<file path="config.mk">
export PLATFORM = sky130hd
export DESIGN_NAME = envelope_gain_stage
export DESIGN_NICKNAME = d
export VERILOG_FILES = /design/src/rtl/envelope_gain_stage.sv
export SDC_FILE = /design/constraint.sdc
export NUM_CORES = 1
export LEC_CHECK = 0
export ABC_AREA = 1
export CORE_ASPECT_RATIO = 1.2
export CORE_UTILIZATION = 62
export DETAILED_ROUTE_END_ITERATION = 10
export PLACE_DENSITY = 0.84
export SKIP_LAST_GASP = 1
export SLEW_MARGIN = 30
export SYNTH_ARGS = -nofsm -noshare
export SYNTH_HDL_FRONTEND = slang
export SYNTH_SLANG_ARGS = --single-unit
</file>
<file path="constraint.sdc">
create_clock -name mclk -period 9.7 [get_ports mclk]
set_clock_uncertainty 0.15 [all_clocks]
set_input_delay 2.91 -clock mclk [delete_from_list [all_inputs] [get_ports mclk]]
set_output_delay 2.91 -clock mclk [all_outputs]
set_load 0.005 [all_outputs]
</file>
<file path="src/rtl/envelope_gain_stage.sv">
// Per-voice ADSR envelope and gain stage: a sample-rate ADSR FSM scales the player stream
// into one signed 16-bit output sample per sample period.
//
// state   | meaning
// IDLE    | silent, level held at 0
// ATTACK  | level rising by attack_step toward full scale
// DECAY   | level falling by decay_step toward sustain_level
// SUSTAIN | level follows sustain_level while gate is held
// RELEASE | level falling by release_step toward 0 after gate drops
module envelope_gain_stage #(
    parameter int MCLK_PER_SAMPLE = 256,
    parameter int LEVEL_BITS      = 16
) (
    input  logic                    mclk,
    input  logic                    rst_n,
    input  logic signed [15:0]      in_sample,
    input  logic                    in_valid,
    input  logic                    gate,
    input  logic [LEVEL_BITS-1:0]   attack_step,
    input  logic [LEVEL_BITS-1:0]   decay_step,
    input  logic [LEVEL_BITS-1:0]   sustain_level,
    input  logic [LEVEL_BITS-1:0]   release_step,
    output logic signed [15:0]      out_sample,
    output logic                    out_valid,
    output logic [LEVEL_BITS-1:0]   env_level,
    output logic [2:0]              env_state,
    output logic                    busy
);

    localparam int CNT_BITS = (MCLK_PER_SAMPLE > 2) ? $clog2(MCLK_PER_SAMPLE) : 1;
    localparam logic [CNT_BITS-1:0]   CNT_LAST = CNT_BITS'(MCLK_PER_SAMPLE - 1);
    localparam logic [LEVEL_BITS-1:0] FS       = '1;

    typedef enum logic [2:0] {
        S_IDLE    = 3'd0,
        S_ATTACK  = 3'd1,
        S_DECAY   = 3'd2,
        S_SUSTAIN = 3'd3,
        S_RELEASE = 3'd4
    } state_t;

    state_t                  state, state_nxt;
    logic [CNT_BITS-1:0]     cnt;
    logic                    tick;
    logic                    gate_d, rise, rise_seen;
    logic [LEVEL_BITS-1:0]   level_nxt, atk_level, rel_level;
    logic [LEVEL_BITS:0]     atk_sum, dec_thr;
    logic                    atk_full, dec_done, rel_done;
    logic signed [15:0]      smp;
    logic signed [LEVEL_BITS+16:0] lvl_w, smp_w;

    assign tick      = (cnt == CNT_LAST);
    assign rise      = gate & ~gate_d;
    assign env_state = state;
    assign busy      = (state != S_IDLE);

    // Sums are one bit wider so a large step saturates instead of wrapping.
    assign atk_sum   = {1'b0, env_level} + {1'b0, attack_step};
    assign atk_full  = (attack_step == '0) || (atk_sum >= {1'b0, FS});
    assign atk_level = atk_full ? FS : atk_sum[LEVEL_BITS-1:0];
    assign dec_thr   = {1'b0, sustain_level} + {1'b0, decay_step};
    assign dec_done  = (decay_step == '0) || ({1'b0, env_level} <= dec_thr);
    assign rel_done  = (release_step == '0) || (env_level <= release_step);
    assign rel_level = rel_done ? '0 : env_level - release_step;

    always_comb begin
        state_nxt = state;
        level_nxt = env_level;
        if (rise_seen || rise) begin
            // Retrigger is legato: attack resumes from the current level.
            state_nxt = S_ATTACK;
            level_nxt = atk_level;
        end else if (!gate && (state == S_ATTACK || state == S_DECAY || state == S_SUSTAIN)) begin
            state_nxt = S_RELEASE;
            level_nxt = rel_level;
        end else begin
            case (state)
                S_ATTACK: begin
                    level_nxt = atk_level;
                    if (atk_full) state_nxt = S_DECAY;
                end
                S_DECAY: begin
                    if (dec_done) begin
                        level_nxt = sustain_level;
                        state_nxt = S_SUSTAIN;
                    end else begin
                        level_nxt = env_level - decay_step;
                    end
                end
                S_SUSTAIN: level_nxt = sustain_level;
                S_RELEASE: begin
                    level_nxt = rel_level;
                    if (rel_done) state_nxt = S_IDLE;
                end
                default: begin
                    level_nxt = '0;
                    state_nxt = S_IDLE;
                end
            endcase
        end
    end

    // Gain uses the post-update level; both operands widened so the product never truncates.
    assign smp   = in_valid ? in_sample : 16'sd0;
    assign smp_w = smp;
    assign lvl_w = signed'({17'b0, level_nxt});

    always_ff @(posedge mclk or negedge rst_n) begin
        if (!rst_n) begin
            cnt        <= '0;
            gate_d     <= 1'b0;
            rise_seen  <= 1'b0;
            state      <= S_IDLE;
            env_level  <= '0;
            out_sample <= '0;
            out_valid  <= 1'b0;
        end else begin
            gate_d    <= gate;
            out_valid <= tick;
            if (tick) begin
                cnt        <= '0;
                rise_seen  <= 1'b0;
                state      <= state_nxt;
                env_level  <= level_nxt;
                out_sample <= 16'((lvl_w * smp_w) >>> LEVEL_BITS);
            end else begin
                cnt <= cnt + CNT_BITS'(1);
                if (rise) rise_seen <= 1'b1;
            end
        end
    end

endmodule

</file>
==> reports/qor.csv, run 1 <==
stage,metric,value,unit
status,run_status,did not finish,
status,failed_stage,global routing,
status,error,[ERROR GRT-0232] Routing congestion too high. Check the congestion heatmap in the GUI.,
placement,post_dp_cell_area,19600,um^2
synth,ys.flop_type,dfrtp_1,
synth,yosysWarnings,0,
clock_network,hold_buffers,0,
clock_network,clock_path_buffers,2,
synth,synth_fa_ha_area_share,41.7,%
synth,ys_seq_area_share,7.55,%
synth,synth_compound_gate_area_share,10.2,%
grt,overflow,73,
die,row_count,62,
die,fp.dieW,145,um
placement,gp_congestion,1.09,
placement,numPortBuffers,120,
synth,ys_ff_latch,46,
synth,synthMuxAreaShare,0,%
synth,synth_fp_nets,2646,
die,start_util,63.4,%
synth,synth_xor_area_share,2.30,%
synth,synth-edff-count,0,
clock_network,cts.htree.levels,2,
sta,worst_path_end_type,register data pin,
synth,synth_area_per_cell,7.02,um^2
placement,hpwl,49100,um
die,pin_count,121,
synth,synth_top_family_by_area,adder cells,
sta,postGrtWorstEndpoint,out_sample[11]$_DFFE_PN0P_/D,
synth,synthDistinctLibCells,59,
clock_network,numCtsBuffers,5,
synth,netlist_instances,2172,
grt,grtUsageTotal,67.1,%
grt,grt_max_degree,47,
synth,synth_area,15200,um^2
synth,postSynth.asyncResetShare,100,%
die,die_h,174,um
placement,dp_cells,2947,
clock_network,cts_sinks,46,
synth,yosys.area_share.simple,25.6,%
clock_network,clockRootBuffer,clkbuf_16,
-- routing by layer --
metal | global-route usage (%) | GRT overflow
met4 | 71.5 | 28
met5 | 2.12 | 0
met2 | 93.5 | 43
met3 | 39.7 | 2
met1 | 66.3 | 0
-- metrics by stage --
stage,worst slack (ns),TNS (ns)
global placement,-2.52,-37.47
CTS,-1.48,-22.23
floorplan,-1.49,-20.79
detailed placement,-2.77,-40.63
-- Yosys cell counts (21+ instances only) --
library cell	number	area, um^2
ha_1	193	2410
nand2_2	21	131
nand3_1	71	355
o21ai_0	67	335
fa_1	197	3940
nor2_1	268	1010
nand2_1	482	1810
nor3_1	25	125
a21oi_1	102	510
dfrtp_1	46	1150
xor2_1	24	210
inv_1	447	1680
clkbuf_1	25	93.8
-- cell families after synthesis --
kind of cell / Yosys count
compound gates: 262
flops: 46
simple gates: 931
buf+inv: 503
fa+ha+maj: 390
xor+xnor: 40
-- what timing repair did --
item,in CTS
endpoints found under the setup margin,16
gates cloned,2
gates resized for setup,177
pin swaps,110
buffers inserted,44
==> run 2, diff against run 1 <==
--- a/config.mk
+++ b/config.mk
@@ -6,10 +6,9 @@
 export NUM_CORES = 1
 export LEC_CHECK = 0
 export ABC_AREA = 1
-export CORE_ASPECT_RATIO = 1.2
-export CORE_UTILIZATION = 62
+export CORE_UTILIZATION = 40
 export DETAILED_ROUTE_END_ITERATION = 10
-export PLACE_DENSITY = 0.84
+export PLACE_DENSITY_LB_ADDON = 0.15
 export SKIP_LAST_GASP = 1
 export SLEW_MARGIN = 30
 export SYNTH_ARGS = -nofsm -noshare
==> reports/qor.csv, run 2 <==
stage,metric,value,unit
cells_and_area,final_area,21500,um^2
status,run_status,finished with violations,
worst_setup_path,required,9.74,ns
worst_setup_path,end_kind,register,
sta,setup_violations,16,
grt,first_global_vias,16200,
power_and_ir_drop,p_switching,4.59,mW
die,die_h,197,um
route,vias_per_cell,5.02,
synth,yosysWarnings,0,
sta,finalHoldViolCount,0,
sta,timing.hold.ws,0.311,ns
power_and_ir_drop,p_clk_share,2.1,%
power_and_ir_drop,intPower,4.16,mW
clock_network,cts_sinks,46,
cells_and_area,drive_gt1_share,27.6,%
placement,post_dp_cell_area,20000,um^2
clock_network,clockRootBuffer,clkbuf_16,
route,routed_wl,57000,um
synth,synth_area_per_cell,7.02,um^2
synth,postSynth.asyncResetShare,100,%
worst_setup_path,cpPeakStageDelay,0.59,ns
die,pin_count,121,
worst_setup_path,critPathLaunchType,input port,
power_and_ir_drop,p_per_area,406,nW/um^2
grt,antenna_found_initial,1,
synth,synth_top_area_cell,fa_1,
sta,setup_ws,-1.57,ns
synth,ys_seq_area_share,7.55,%
clock_network,cts_tree,built,
sta,rsz0062_at_grt,true,
synth,synth-edff-count,0,
placement,dp_cells,3148,
clock_network,numCtsBuffers,5,
cells_and_area,layout_common_cells,"438 x nand2_1, 412 x inv_1, 404 x buf_4",
grt,grtUsageTotal,29.8,%
die,fp.dieW,197,um
synth,yosysTopAreaCellShare,25.9,%
cells_and_area,final_common_cell,nand2_1,
clock_network,clock_path_buffers,2,
route,ant_nets,0,
placement,hpwl,48000,um
worst_setup_path,crit_path_top_delay_cell,fa_2,
cells_and_area,finalNetCount,3164,
placement,numPortBuffers,120,
cells_and_area,stdcell_count,3202,
route,vias,16100,
cells_and_area,area_delta_synth_final,41.3,%
power_and_ir_drop,pwr-share-seq,2.2,%
route,drt_iter0_drc,987,
synth,synth_fa_ha_area_share,41.7,%
worst_hold_path,hp-class,reg2reg,
power_and_ir_drop,p_sw_share,52.4,%
power_and_ir_drop,max-vdd-ir-drop,0.658,mV
synth,synth_top_cells_by_area,"fa_1 26%, ha_1 16%, nand2_1 12%, inv_1 11%, dfrtp_1 7.6%",
grt,grt_pass1_wl,88600,um
cells_and_area,post-route-util,57.3,%
die,die_area,38900,um^2
die,start_util,40.6,%
grt,overflow,0,
worst_setup_path,crit_type,in2reg,
clock_network,path_clk_slew,0.07,ns
synth,ys.flop_type,dfrtp_1,
synth,synth_xor_area_share,2.30,%
power_and_ir_drop,power_frac_comb,95.7,%
sta,maxSlewHeadroom,53.6,%
placement,gp_congestion,0.951,
status,violations,setup timing,
route,first_pass_iters,6,
synth,synth_compound_gate_area_share,10.2,%
power_and_ir_drop,leakage,11.2,nW
sta,post-route-period-util,116,%
worst_setup_path,cp_data_arrival_time,11.31,ns
cells_and_area,antenna_cells,0,
cells_and_area,multi_input_comb_area,13300,um^2
clock_network,cts.htree.levels,2,
synth,synthMuxAreaShare,0,%
synth,ys_top_cells_by_count,"482 x nand2_1, 447 x inv_1, 268 x nor2_1, 197 x fa_1, 193 x ha_1",
synth,synth_top_family_by_area,adder cells,
die,row_count,71,
placement,pre_cts_ws,-2.95,ns
synth,yosys.area_share.simple,25.6,%
route,route.detailed.drc,0,
sta,fin_setup_tns,-24.06,ns
sta,max_freq,88.7,MHz
cells_and_area,fillers,3625,
cells_and_area,reg.largest.list,"env_level: 16 flops, out_sample: 16 flops, cnt: 8 flops",
synth,synth_area,15200,um^2
power_and_ir_drop,power.total,8.75,mW
worst_setup_path,crit_path_max_fanout,7,
synth,synth_fp_nets,2646,
synth,yosysMostFrequentCell,nand2_1,
sta,worstMarginPinSlew,0.686,ns
sta,period_minus_slack,11.27,ns
die,fp.coreArea,37600,um^2
synth,netlist_instances,2172,
synth,synthDistinctLibCells,59,
route,routedWlPerCell,17.8,um
synth,ys_ff_latch,46,
clock_network,insertion_delay,0.30,ns
sta,maxSlewViolCount,0,
cells_and_area,seqCellArea,1150,um^2
flow_run,cap_violations,0,
grt,grt_max_degree,50,
-- run 2: cell counts after synthesis --
No cell type changed its count.
-- run 2: power by group through the flow --
stage          combinational, mW  sequential (mW)  clock (mW)
3_5_place_dp                5.96            0.196           0
3_3_place_gp                5.93            0.196           0
6_report                    8.38            0.192       0.181
5_1_grt                     9.06            0.192       0.190
2_1_floorplan               3.46            0.196           0
4_1_cts                     7.10            0.192       0.183
-- run 2: path summary, 6_finish.rpt --
kind,slack [ns],startpoint,to,cells after the start
hold reg to reg,0.31,cnt[0]$_DFF_PN0_,cnt[0]$_DFF_PN0_,1
setup / recovery,-1.57,sustain_level[2],out_sample[13]$_DFFE_PN0P_,49
setup reg to reg,1.26,env_level[1]$_DFFE_PN0P_,out_sample[13]$_DFFE_PN0P_,41
hold / removal,0.31,cnt[0]$_DFF_PN0_,cnt[0]$_DFF_PN0_,1
min in group asynchronous,2.47,rst_n,out_valid$_DFF_PN0_,1
max in group asynchronous,6.49,rst_n,env_state[1]$_DFFE_PN0P_,1
-- run 2: layer usage --
| layer | global-route usage [%] | up-vias | share of wire, % | wire length [um] |
|---|---|---|---|---|
| met5 | 0 | - | 0.016 | 9 |
| met4 | 6.55 | 2 | 2.5 | 1430 |
| met3 | 6.47 | 84 | 7.9 | 4510 |
| met2 | 47.1 | 505 | 44 | 25200 |
| met1 | 41.4 | 7695 | 45 | 25900 |
| li1 | - | 7799 | - | - |
-- run 2: logic make-up after synthesis --
logic type / Yosys count
fa+ha+maj: 390
compound gates: 262
xor+xnor: 40
simple gates: 931
buf+inv: 503
flops: 46
-- run 2: cell type report --
class                      instances  area share (%)
multi-input combinational       1623            61.9
timing repair buffer             547            20.8
inverter                         466            8.28
sequential                        46            5.34
tap                              511            2.97
clock buffer                       5           0.581
clock inverter                     3           0.110
timing repair inverter             1          0.0348
-- run 2: what timing repair did --
item / CTS / global route
gates resized for setup: 207 / 135
pin swaps: 103 / 78
buffers inserted: 35 / 9
hold buffers: 0 / 0
cloned: 2 / 0
endpoints found under the setup margin: 16 / 16
-- run 2: critical path: cells and delay by family --
kind	cells	cell delay (ns)
buffers and inverters	8	0.57
adders and majority gates	9	3.92
AOI/OAI and AO/OA	15	2.05
and+or+nand+nor	16	1.68
xor gates and xnor gates	1	0.16
(Power assumes the default switching activity.)
==> run 3, diff against run 2 <==
--- a/config.mk
+++ b/config.mk
@@ -6,7 +6,7 @@
 export NUM_CORES = 1
 export LEC_CHECK = 0
 export ABC_AREA = 1
-export CORE_UTILIZATION = 40
+export CORE_UTILIZATION = 25
 export DETAILED_ROUTE_END_ITERATION = 10
 export PLACE_DENSITY_LB_ADDON = 0.15
 export SKIP_LAST_GASP = 1
==> reports/qor.csv, run 3 (synthesis gave the netlist of run 2 again) <==
stage,metric,value,unit
sta,rsz0062_at_grt,true,
die,pin_count,121,
cells_and_area,area_delta_synth_final,46.1,%
route,ant_nets,0,
die,row_count,90,
clock_network,cts_sinks,46,
route,drt_iter0_drc,751,
cells_and_area,antenna_cells,0,
route,first_pass_iters,5,
worst_setup_path,rr_startpoint,env_level[1]$_DFFE_PN0P_,
grt,grtUsageTotal,20.2,%
worst_setup_path,crit_path_top_delay_cell,fa_1,
route,vias,15800,
status,run_status,finished with violations,
clock_network,cts.htree.levels,2,
worst_hold_path,worstHoldStart,cnt[0]$_DFF_PN0_,
die,start_util,25.3,%
cells_and_area,layout_common_cells,"446 x nand2_1, 439 x buf_4, 419 x inv_1",
worst_hold_path,hold_depth,1,
placement,gp_congestion,0.901,
worst_setup_path,cpPeakStageDelay,0.56,ns
sta,max_freq,87.0,MHz
grt,overflow,0,
worst_setup_path,ff2ff_path_depth,40,
grt,antenna_found_initial,0,
cells_and_area,reg.largest.list,"env_level: 16 flops, out_sample: 16 flops, cnt: 8 flops",
grt,grt_pass1_wl,96700,um
route,vias_per_cell,4.49,
die,fp.dieW,249,um
power_and_ir_drop,power.total,8.18,mW
die,fp.coreArea,60200,um^2
sta,maxSlewHeadroom,46.2,%
route,routedWlPerCell,17.8,um
route,route.detailed.drc,0,
worst_setup_path,cp-startpoint,decay_step[3],
sta,period_minus_slack,11.49,ns
clock_network,path_clk_slew,0.07,ns
cells_and_area,post-route-util,37.0,%
power_and_ir_drop,p_per_area,367,nW/um^2
worst_setup_path,crit_type,in2reg,
grt,grt_max_degree,50,
clock_network,clockRootBuffer,clkbuf_16,
sta,setup_violations,16,
placement,hpwl,53400,um
status,violations,setup timing,
power_and_ir_drop,leakage,11.5,nW
sta,maxSlewViolCount,0,
die,die_h,249,um
worst_hold_path,hp-class,reg2reg,
worst_setup_path,crit_path_max_fanout,7,
sta,post-route-period-util,118,%
sta,worstMarginPinSlew,0.806,ns
clock_network,insertion_delay,0.30,ns
sta,finalHoldViolCount,0,
worst_setup_path,end_kind,register,
clock_network,cts_tree,built,
worst_setup_path,critPathLaunchType,input port,
cells_and_area,drive_gt1_share,28.1,%
cells_and_area,final_common_cell,nand2_1,
placement,dp_cells,3466,
worst_setup_path,required,9.79,ns
placement,numPortBuffers,120,
clock_network,numCtsBuffers,5,
cells_and_area,finalNetCount,3216,
worst_setup_path,cpMostUsedCell,fa_1,
cells_and_area,stdcell_count,3525,
die,die_area,62000,um^2
power_and_ir_drop,max-vdd-ir-drop,0.511,mV
sta,setup_ws,-1.79,ns
route,routed_wl,62600,um
clock_network,clock_path_buffers,2,
flow_run,cap_violations,0,
grt,first_global_vias,16600,
worst_setup_path,cp_data_arrival_time,11.58,ns
==> run 3: cell count changes in the layout (fill, tap and decap cells not counted), sizes merged <==
cell,delta
buf,+53
clkinv,+2
inv,-2
dlygate4sd2,-2
clkdlybuf4s15,+1
==> run 3: stage by stage <==
stage               worst slack [ns]  TNS (ns)  instance area (um^2)  hold WS, ns
finish                         -1.79    -27.23                 22300        0.316
floorplan                      -1.49    -20.79                 15400        0.283
global placement               -3.07    -45.45                 20700        0.297
global route                   -2.18    -33.17                 22300        0.335
CTS                            -1.63    -24.58                 21700        0.320
detailed placement             -2.97    -44.07                 20700        0.310
==> run 3: final cells by class <==
class	instances	area, um^2
multi-input combinational	1623	13200
timing repair buffer	599	5000
timing repair inverter	1	7.51
inverter	466	1800
sequential	46	1150
tap	782	978
clock buffer	5	125
clock inverter	3	21.3
fill	6363	38000
==> run 3: worst paths after layout <==
check | slack, ns | end
max | -1.79 | out_sample[15]$_DFFE_PN0P_
min | 0.32 | cnt[0]$_DFF_PN0_
max reg2reg | 1.00 | out_sample[10]$_DFFE_PN0P_
min reg2reg | 0.32 | cnt[0]$_DFF_PN0_
max in group asynchronous | 6.39 | gate_d$_DFF_PN0_
min in group asynchronous | 2.55 | out_sample[14]$_DFFE_PN0P_
==> run 3: repair_timing <==
item | in CTS | in global routing
cloned | 1 | 0
setup endpoints to repair | 16 | 16
hold buffers | 0 | 0
resized for setup | 196 | 130
pin swaps | 115 | 98
buffers inserted | 39 | 14
==> run 3: report_power, final <==
part	internal, mW	switching (mW)
combinational	3.71	4.10
clock	0.0959	0.0860
sequential	0.192	0.000407
total	4.00	4.18
==> run 3: per-layer routing <==
layer / up-vias / track usage (%) / wire length [um]
met4: 0 / 3.90 / 1320
met3: 66 / 2.73 / 2450
met5: - / 0 / 0
met1: 7593 / 27.4 / 29400
li1: 7886 / - / -
met2: 297 / 34.1 / 29400
==> run 3: critical path, delay by kind of cell <==
family	cells	cell delay (ns)
compound gates	14	1.93
xor+xnor	1	0.16
fa+ha+maj	9	3.88
buf+inv	9	0.87
simple gates	18	1.83
